**src/rtl/mem_port_arbiter_pkg.sv**
```systemverilog
// rtl/mem_port_arbiter_pkg.sv - shared types for the RAM port arbiter
// Purpose: FSM state and port-owner encodings used by mem_port_arbiter.
package mem_port_arbiter_pkg;

    typedef enum logic {ARB_IDLE, ARB_BUSY} e_arb_state;
    typedef enum logic {OWN_IF, OWN_DATA} e_arb_owner;

endpackage

```
**src/rtl/mem_port_arbiter.sv**
```systemverilog
// rtl/mem_port_arbiter.sv - single-port RAM arbiter between fetch and data ports
// Purpose: grants one access at a time to the instruction-fetch or data port,
//   issues it to the RAM, and returns a one-cycle ack with read data after RAM_LAT.
// Ports:
//   clk, rst                      clock, synchronous active-high reset
//   if_req/if_addr                fetch request and address (held until if_ack)
//   if_rdata/if_ack/if_stall      fetch response and freeze indication
//   d_req/d_we/d_addr/d_wdata     data request (held until d_ack)
//   d_rdata/d_ack/d_stall         data response and freeze indication
//   ram_addr/ram_we/ram_wdata     RAM command, issued in the grant cycle
//   ram_rdata                     RAM read data, valid RAM_LAT cycles after address
module mem_port_arbiter
    import mem_port_arbiter_pkg::*;
#(
    parameter int ADDR_W     = 8,
    parameter int DATA_W     = 8,
    parameter int RAM_LAT    = 1,
    parameter int MAX_STARVE = 2
) (
    input  logic              clk,
    input  logic              rst,
    input  logic              if_req,
    input  logic [ADDR_W-1:0] if_addr,
    output logic [DATA_W-1:0] if_rdata,
    output logic              if_ack,
    output logic              if_stall,
    input  logic              d_req,
    input  logic              d_we,
    input  logic [ADDR_W-1:0] d_addr,
    input  logic [DATA_W-1:0] d_wdata,
    output logic [DATA_W-1:0] d_rdata,
    output logic              d_ack,
    output logic              d_stall,
    output logic [ADDR_W-1:0] ram_addr,
    output logic              ram_we,
    output logic [DATA_W-1:0] ram_wdata,
    input  logic [DATA_W-1:0] ram_rdata
);

    localparam int LAT_W = (RAM_LAT < 2) ? 1 : $clog2(RAM_LAT + 1);
    localparam int ST_W  = (MAX_STARVE < 2) ? 1 : $clog2(MAX_STARVE + 1);
    localparam logic [LAT_W-1:0] LAT_LOAD   = LAT_W'(RAM_LAT - 1);
    localparam logic [ST_W-1:0]  STARVE_MAX = ST_W'(MAX_STARVE);

    e_arb_state        state_q, state_d;
    e_arb_owner        owner_q, owner_d;
    logic [LAT_W-1:0]  lat_cnt_q, lat_cnt_d;
    logic [ST_W-1:0]   starve_q, starve_d;
    logic [ADDR_W-1:0] addr_q, addr_d;
    logic [DATA_W-1:0] wdata_q, wdata_d;
    logic              we_q, we_d;
    logic [DATA_W-1:0] if_rdata_q, if_rdata_d;
    logic [DATA_W-1:0] d_rdata_q, d_rdata_d;
    logic              grant_if;

    always_comb begin
        state_d    = state_q;
        owner_d    = owner_q;
        lat_cnt_d  = lat_cnt_q;
        starve_d   = starve_q;
        addr_d     = addr_q;
        wdata_d    = wdata_q;
        we_d       = we_q;
        if_rdata_d = if_rdata_q;
        d_rdata_d  = d_rdata_q;
        grant_if   = 1'b0;
        ram_addr   = '0;
        ram_we     = 1'b0;
        ram_wdata  = '0;
        if_ack     = 1'b0;
        d_ack      = 1'b0;

        case (state_q)
            ARB_IDLE: begin
                if (if_req || d_req) begin
                    // Data normally wins; fetch is forced through once it has lost MAX_STARVE times.
                    grant_if  = if_req && (!d_req || starve_q == STARVE_MAX);
                    addr_d    = grant_if ? if_addr : d_addr;
                    we_d      = !grant_if && d_we;
                    wdata_d   = grant_if ? '0 : d_wdata;
                    owner_d   = grant_if ? OWN_IF : OWN_DATA;
                    ram_addr  = addr_d;
                    ram_we    = we_d;
                    ram_wdata = wdata_d;
                    state_d   = ARB_BUSY;
                    lat_cnt_d = LAT_LOAD;
                    if (!if_req || grant_if) begin
                        starve_d = '0;
                    end else if (starve_q != STARVE_MAX) begin
                        starve_d = starve_q + 1'b1;
                    end
                end else begin
                    starve_d = '0;
                end
            end
            ARB_BUSY: begin
                ram_addr  = addr_q;
                ram_wdata = wdata_q;
                if (!if_req) begin
                    starve_d = '0;
                end
                if (lat_cnt_q == '0) begin
                    state_d = ARB_IDLE;
                    if (owner_q == OWN_IF) begin
                        if_ack     = 1'b1;
                        if_rdata_d = ram_rdata;
                    end else begin
                        d_ack = 1'b1;
                        if (!we_q) begin
                            d_rdata_d = ram_rdata;
                        end
                    end
                end else begin
                    lat_cnt_d = lat_cnt_q - 1'b1;
                end
            end
            default: state_d = ARB_IDLE;
        endcase

        // Reset abandons any in-flight access and keeps the RAM quiet that cycle.
        if (rst) begin
            ram_addr  = '0;
            ram_we    = 1'b0;
            ram_wdata = '0;
            if_ack    = 1'b0;
            d_ack     = 1'b0;
        end
    end

    always_ff @(posedge clk) begin
        if (rst) begin
            state_q    <= ARB_IDLE;
            owner_q    <= OWN_DATA;
            lat_cnt_q  <= '0;
            starve_q   <= '0;
            addr_q     <= '0;
            wdata_q    <= '0;
            we_q       <= 1'b0;
            if_rdata_q <= '0;
            d_rdata_q  <= '0;
        end else begin
            state_q    <= state_d;
            owner_q    <= owner_d;
            lat_cnt_q  <= lat_cnt_d;
            starve_q   <= starve_d;
            addr_q     <= addr_d;
            wdata_q    <= wdata_d;
            we_q       <= we_d;
            if_rdata_q <= if_rdata_d;
            d_rdata_q  <= d_rdata_d;
        end
    end

    // Read data is forwarded in the ack cycle and held afterwards.
    assign if_rdata = if_ack ? ram_rdata : if_rdata_q;
    assign d_rdata  = (d_ack && !we_q) ? ram_rdata : d_rdata_q;
    assign if_stall = if_req & ~if_ack;
    assign d_stall  = d_req & ~d_ack;

endmodule

```
**config.mk**
```make
export PLATFORM = sky130hd
export DESIGN_NAME = mem_port_arbiter
export DESIGN_NICKNAME = d
export VERILOG_FILES = /design/src/rtl/mem_port_arbiter_pkg.sv /design/src/rtl/mem_port_arbiter.sv
export SDC_FILE = /design/constraint.sdc
export NUM_CORES = 1
export LEC_CHECK = 0
export CELL_PAD_IN_SITES_DETAIL_PLACEMENT = 1
export CELL_PAD_IN_SITES_GLOBAL_PLACEMENT = 2
export CORE_MARGIN = 3
export CORE_UTILIZATION = 37
export CTS_CLUSTER_DIAMETER = 50
export DETAILED_ROUTE_END_ITERATION = 10
export DONT_BUFFER_PORTS = 1
export GPL_TIMING_DRIVEN = 0
export PLACE_DENSITY = 0.88
export REMOVE_ABC_BUFFERS = 1
export SLEW_MARGIN = 20
export SYNTH_ARGS = -nofsm -noshare
export SYNTH_HDL_FRONTEND = slang
export SYNTH_SLANG_ARGS = --single-unit
```
**constraint.sdc**
```tcl
create_clock -name clk -period 3.2 [get_ports clk]
set_input_delay 0 -clock clk [delete_from_list [all_inputs] [get_ports clk]]
set_output_delay 0 -clock clk [all_outputs]
set_load 0.005 [all_outputs]
```
Yosys cells after proc, flatten, opt, wreduce, memory -nomap -nowiden
Cells that the tools add are included.
{"block": "word_totals", "register_bits": 38, "latch_bits": 0, "ramBits": 0, "rom_bits": 0, "in_bits": 37, "out_inout_bits": 37, "word_cells": 71, "n_memories": 0}
{"block": "op_classes", "add_sub_neg": 2, "mul": 0, "div": 0, "magnitude_cmp": 0, "n_eq_ne": 5, "n_shift": 0, "mux": 33, "n_bitwise": 8, "n_reduce_logical": 14}
{"cell": "$mux W8", "count": 8}
{"cell": "$pmux W8 S2", "count": 2}
{"cell": "$mux W1", "count": 16}
{"cell": "$mux W2", "count": 4}
{"cell": "$ne A2 B2 Y1 const B", "count": 3}
{"cell": "$not A1 Y1", "count": 6}
{"cell": "$logic_not A1 Y1", "count": 4}
{"cell": "$ne A4 B4 Y1 const B", "count": 1}
{"cell": "$pmux W1 S2", "count": 2}
{"cell": "$pmux W2 S2", "count": 1}
{"cell": "$reduce_and A2 Y1", "count": 2}
{"cell": "$reduce_and A4 Y1", "count": 1}
{"cell": "$logic_and A1 B1 Y1", "count": 3}
{"cell": "$logic_or A1 B1 Y1", "count": 3}
{"cell": "$reduce_and A3 Y1", "count": 1}
{"cell": "$add A2 B1 Y2 const B", "count": 1}
{"cell": "$and A1 B1 Y1", "count": 2}
{"cell": "$eq A2 B2 Y1 const B", "count": 1}
{"cell": "$sub A1 B1 Y1 const B", "count": 1}

Longest topological paths before layout
{"block": "depth", "word_depth": 8, "depth_mapped": 6, "depth_no_buf": 5}

Worst setup path before layout
OpenSTA, ideal clock, no wires.
{"block": "synth_timing", "path_type": "register -> register", "start": "register starve_q[0]", "end": "register starve_q[1]", "setup_ps": 70, "arrival_time_ps": 1286, "t_required_ps": 3130, "slack_ps": 1845, "path_stages_with_launch": 7, "path_buffers": 1, "synth_period_minus_slack_ps": 1355, "path_cell_list": "dfxtp_1 inv_1 ha_1 nand2b_1 clkbuf_1 or3_1 a21oi_1"}
{"block": "synth_between", "elab_chain_len": 7, "word_cells_on_any_way": 12, "cone_classes": "1 x add/sub; 3 x eq/ne; 4 x mux; 4 x reduce/logical"}
{"element": "start, declared", "line": "mem_port_arbiter.sv:48", "rtl": "logic [ST_W-1:0] starve_q, starve_d;"}
{"element": "start signal, assigned", "line": "mem_port_arbiter.sv:145", "rtl": "starve_q <= starve_d;"}
{"element": "branches (longest 7 deep; another with $add A2 B1 Y2)"}
Several ways; the timed one is not identified. The select of a mux whose other input is x is not followed.
A chain may end at the register's enable or synchronous reset.

Final worst setup path
{"block": "layout_timing", "start": "register starve_q[0]", "end": "register addr_q[3]"}
{"block": "layout_between", "elab_chain_len": 4}
{"element": "$eq A2 B2 Y1", "line": "mem_port_arbiter.sv:77", "rtl": "grant_if = if_req && (!d_req || starve_q == STARVE_MAX);"}
{"element": "$logic_or A1 B1 Y1", "line": "mem_port_arbiter.sv:77"}
{"element": "$logic_and A1 B1 Y1", "line": "mem_port_arbiter.sv:77"}
{"element": "$mux W8", "line": "mem_port_arbiter.sv:78", "rtl": "addr_d = grant_if ? if_addr : d_addr;"}
{"element": "end signal, assigned", "line": "mem_port_arbiter.sv:146", "rtl": "addr_q <= addr_d;"}
{"element": "end, declared", "line": "mem_port_arbiter.sv:49", "rtl": "logic [ADDR_W-1:0] addr_q, addr_d;"}
No other way between the ends.

==> results.yml <==
outcome:
  outcome: "completed"
drt:
  drc: 0
  viasPerCell: 5.64
  post_drt_wl_per_cell_um: 18.1
  top_layer: "met4"
  wl_um: 6080
  route.vias.total: 1888
  m1WireLength_um: 2560
  drt_pass1_iterations: 4
  dr_wl_met2_um: 3130
  drt-initial-drc-count: 49
  wl_met3_um: 335
  drtAntennaViolNets: 0
worst_setup_path:
  worst_setup_path_start_kind: "flip-flop"
  cp.arrival_ns: 2.79
  worstPathRequired_ns: 3.43
  crit_fanout: 10
  critical_path_class: "reg -> reg"
  end_kind: "flip-flop"
power:
  power_leakage_nw: 0.920
  finalPower_w: 0.00101
  switchingPower_w: 0.000281
  netSwitchingFraction: 0.277
  p_int_w: 0.000733
  comb_power_share: 0.186
  p_clk_frac: 0.305
  ir_drop_mv: 0.201
  p_per_area_mw_per_mm2: 411
  seqPwrFrac: 0.508
die:
  core.rowCount: 25
  die_x_um: 77.8
  core_mm2: 0.00485
  fp.dieH_um: 77.8
  io-pin-count: 74
  start_util: 0.393
  die-area_mm2: 0.00605
placed_design:
  placed_area_mm2: 0.00189
  hpwl_um: 3410
  place_congestion: 0.680
  io_buffers: 0
job:
  maxCapViolations: 0
yosys:
  synth_compound_area_frac: 0.247
  post-synth-top-count-cell: "nand2_1"
  syn_area_per_cell_um2: 8.29
  synth.distinct_cells: 29
  synthesis.instances: 230
  ys_seq_area_frac: 0.388
  synthTopCellsByArea: "dfxtp_1 39%, a21oi_1 8.9%, nand2_1 8.5%, mux2_2 8.3%, a311oi_1 7.3%"
  yosys.area.top_type_share: 0.388
  synth-xor-area-share: 0
  synth_edf_count: 0
  synth-simple-area-share: 0.207
  synth_top_family_by_area: "compound AO/OA/AOI/OAI gates"
  yosys_warnings: 0
  synthAdderAreaFrac: 0.00656
  synth_flop_cell: "dfxtp_1"
  synth_area_leader_cell: "dfxtp_1"
  yosys-top-cells-count: "43 x nand2_1, 37 x dfxtp_1, 34 x a21oi_1"
  synth-seq-cells: 37
  synth.area.mux_share: 0.0945
  syn_area_mm2: 0.00191
  async_flop_share: 0
global_route:
  grt_overflow_total: 0
  grt_pass1_wl_um: 10300
  grt_util_all_layers: 0.213
  grt_pass1_vias: 2036
  antenna_found_initial: 0
  grt_start_max_net_pins: 35
timing:
  final_hold_viol_count: 0
  min_period_ns: 2.56
  setup_violations: 0
  worst_pin_slew_ns: 0.942
  relSlewSlack: 0.370
  final.setup_skew_ns: 0.00327
  setup_tns_ns: 0
  fmax_mhz: 391
  fin_crit_sh: 0.799
  rsz0062_at_grt: "false"
  maxSlewViolCount: 0
clock_network:
  h-tree-depth: 2
  clock_sinks: 37
  clk_pin_slew_ns: 0.07
  clockBufferDepth: 2
  worstSkewPairLatency_ns: 0.28
  cts_tree: "yes"
  cts_made_buffers: 5
  cts_setup_buffers: 0
  cts_root_buf: "clkbuf_8"
layout:
  final_nets: 305
  drive_above_1_share: 0.104
  fin_area_mm2: 0.00246
  diodes: 0
  final_util: 0.508
  syn2layout_area_growth_pct: 29.3
hold_path:
  holdCritPathClass: "in -> out"
[cells by family after synthesis]
family	count (synthesis)
and+or+nand+nor	84
buffers and inverters	20
DFF	37
muxes	16
AOI/OAI and AO/OA	72
adders and majority gates	1
[final timing paths]
path | startpoint | end | slack, ns | cells after the start
max | starve_q[0] | addr_q[3] | 0.64 | 7
min reg2reg | if_rdata_q[7] | if_rdata_q[7] | 0.46 | 2
min | rst | ram_wdata[5] | 0.03 | 1
max reg2reg | starve_q[0] | addr_q[3] | 0.64 | 7
[timing repair]
item	CTS	global route
setup endpoints to repair	0	0
resized for setup	0	0
endpoints found under the hold margin	37	0
hold buffers	48	0
[registers in the layout, summed over array words and instances, names as in the netlist]
signal      count
addr_q          8
state_q         1
we_q            1
wdata_q         8
owner_q         1
if_rdata_q      8
d_rdata_q       8
starve_q        2
[cells in the final DEF, fill, tap and decap left out, types with 5 or more instances in the layout]
master	n
nand2_1	43
dfxtp_1	36
clkbuf_8	5
nand3_1	16
mux2_2	14
a22o_1	8
nor2_1	11
a21oi_1	34
a311oi_1	16
dlygate4sd3_1	47
o21ai_0	9
[routing by layer]
metal	global-route usage	vias up
met2	0.392	62
met4	0.0587	0
met1	0.242	912
li1	-	909
met3	0.0510	5
met5	0	-
[final cells by class]
type / count / area (um^2)
Clock buffer: 6 / 72.6
Sequential cell: 37 / 742
Multi-Input combinational cell: 173 / 1060
Tap cell: 67 / 83.8
Inverter: 2 / 7.51
Timing Repair Buffer: 48 / 490
Clock inverter: 2 / 10.0
Fill cell: 585 / 2380
[metrics by stage]
stage	hold slack, ns	setup slack [ns]	cells
2_1_floorplan	0.0276	1.41	212
3_3_place_gp	0.0380	0.814	279
3_5_place_dp	0.0361	0.810	279
4_1_cts	0.0346	0.495	335
5_1_grt	0.0344	0.493	335
6_report	0.0317	0.643	335
[worst max-delay path, stage by stage (launching register included)]
cell and delay [ns]:
dfxtp_1 0.33, inv_1 0.06, ha_1 0.17, nand2b_1 0.38
nand3_1 0.15, dlygate4sd3_1 0.59, a311oi_1 0.25, dlygate4sd3_1 0.57
[power by group through the flow]
stage	Sequential [W]	Combinational [W]	Clock (W)
2_1_floorplan	0.000517	0.000100	0
3_3_place_gp	0.000523	0.000122	0
3_5_place_dp	0.000525	0.000125	0
4_1_cts	0.000515	0.000186	0.000324
5_1_grt	0.000520	0.000211	0.000347
6_report	0.000516	0.000189	0.000310
Note: power is estimated with default switching activity, not from simulation.
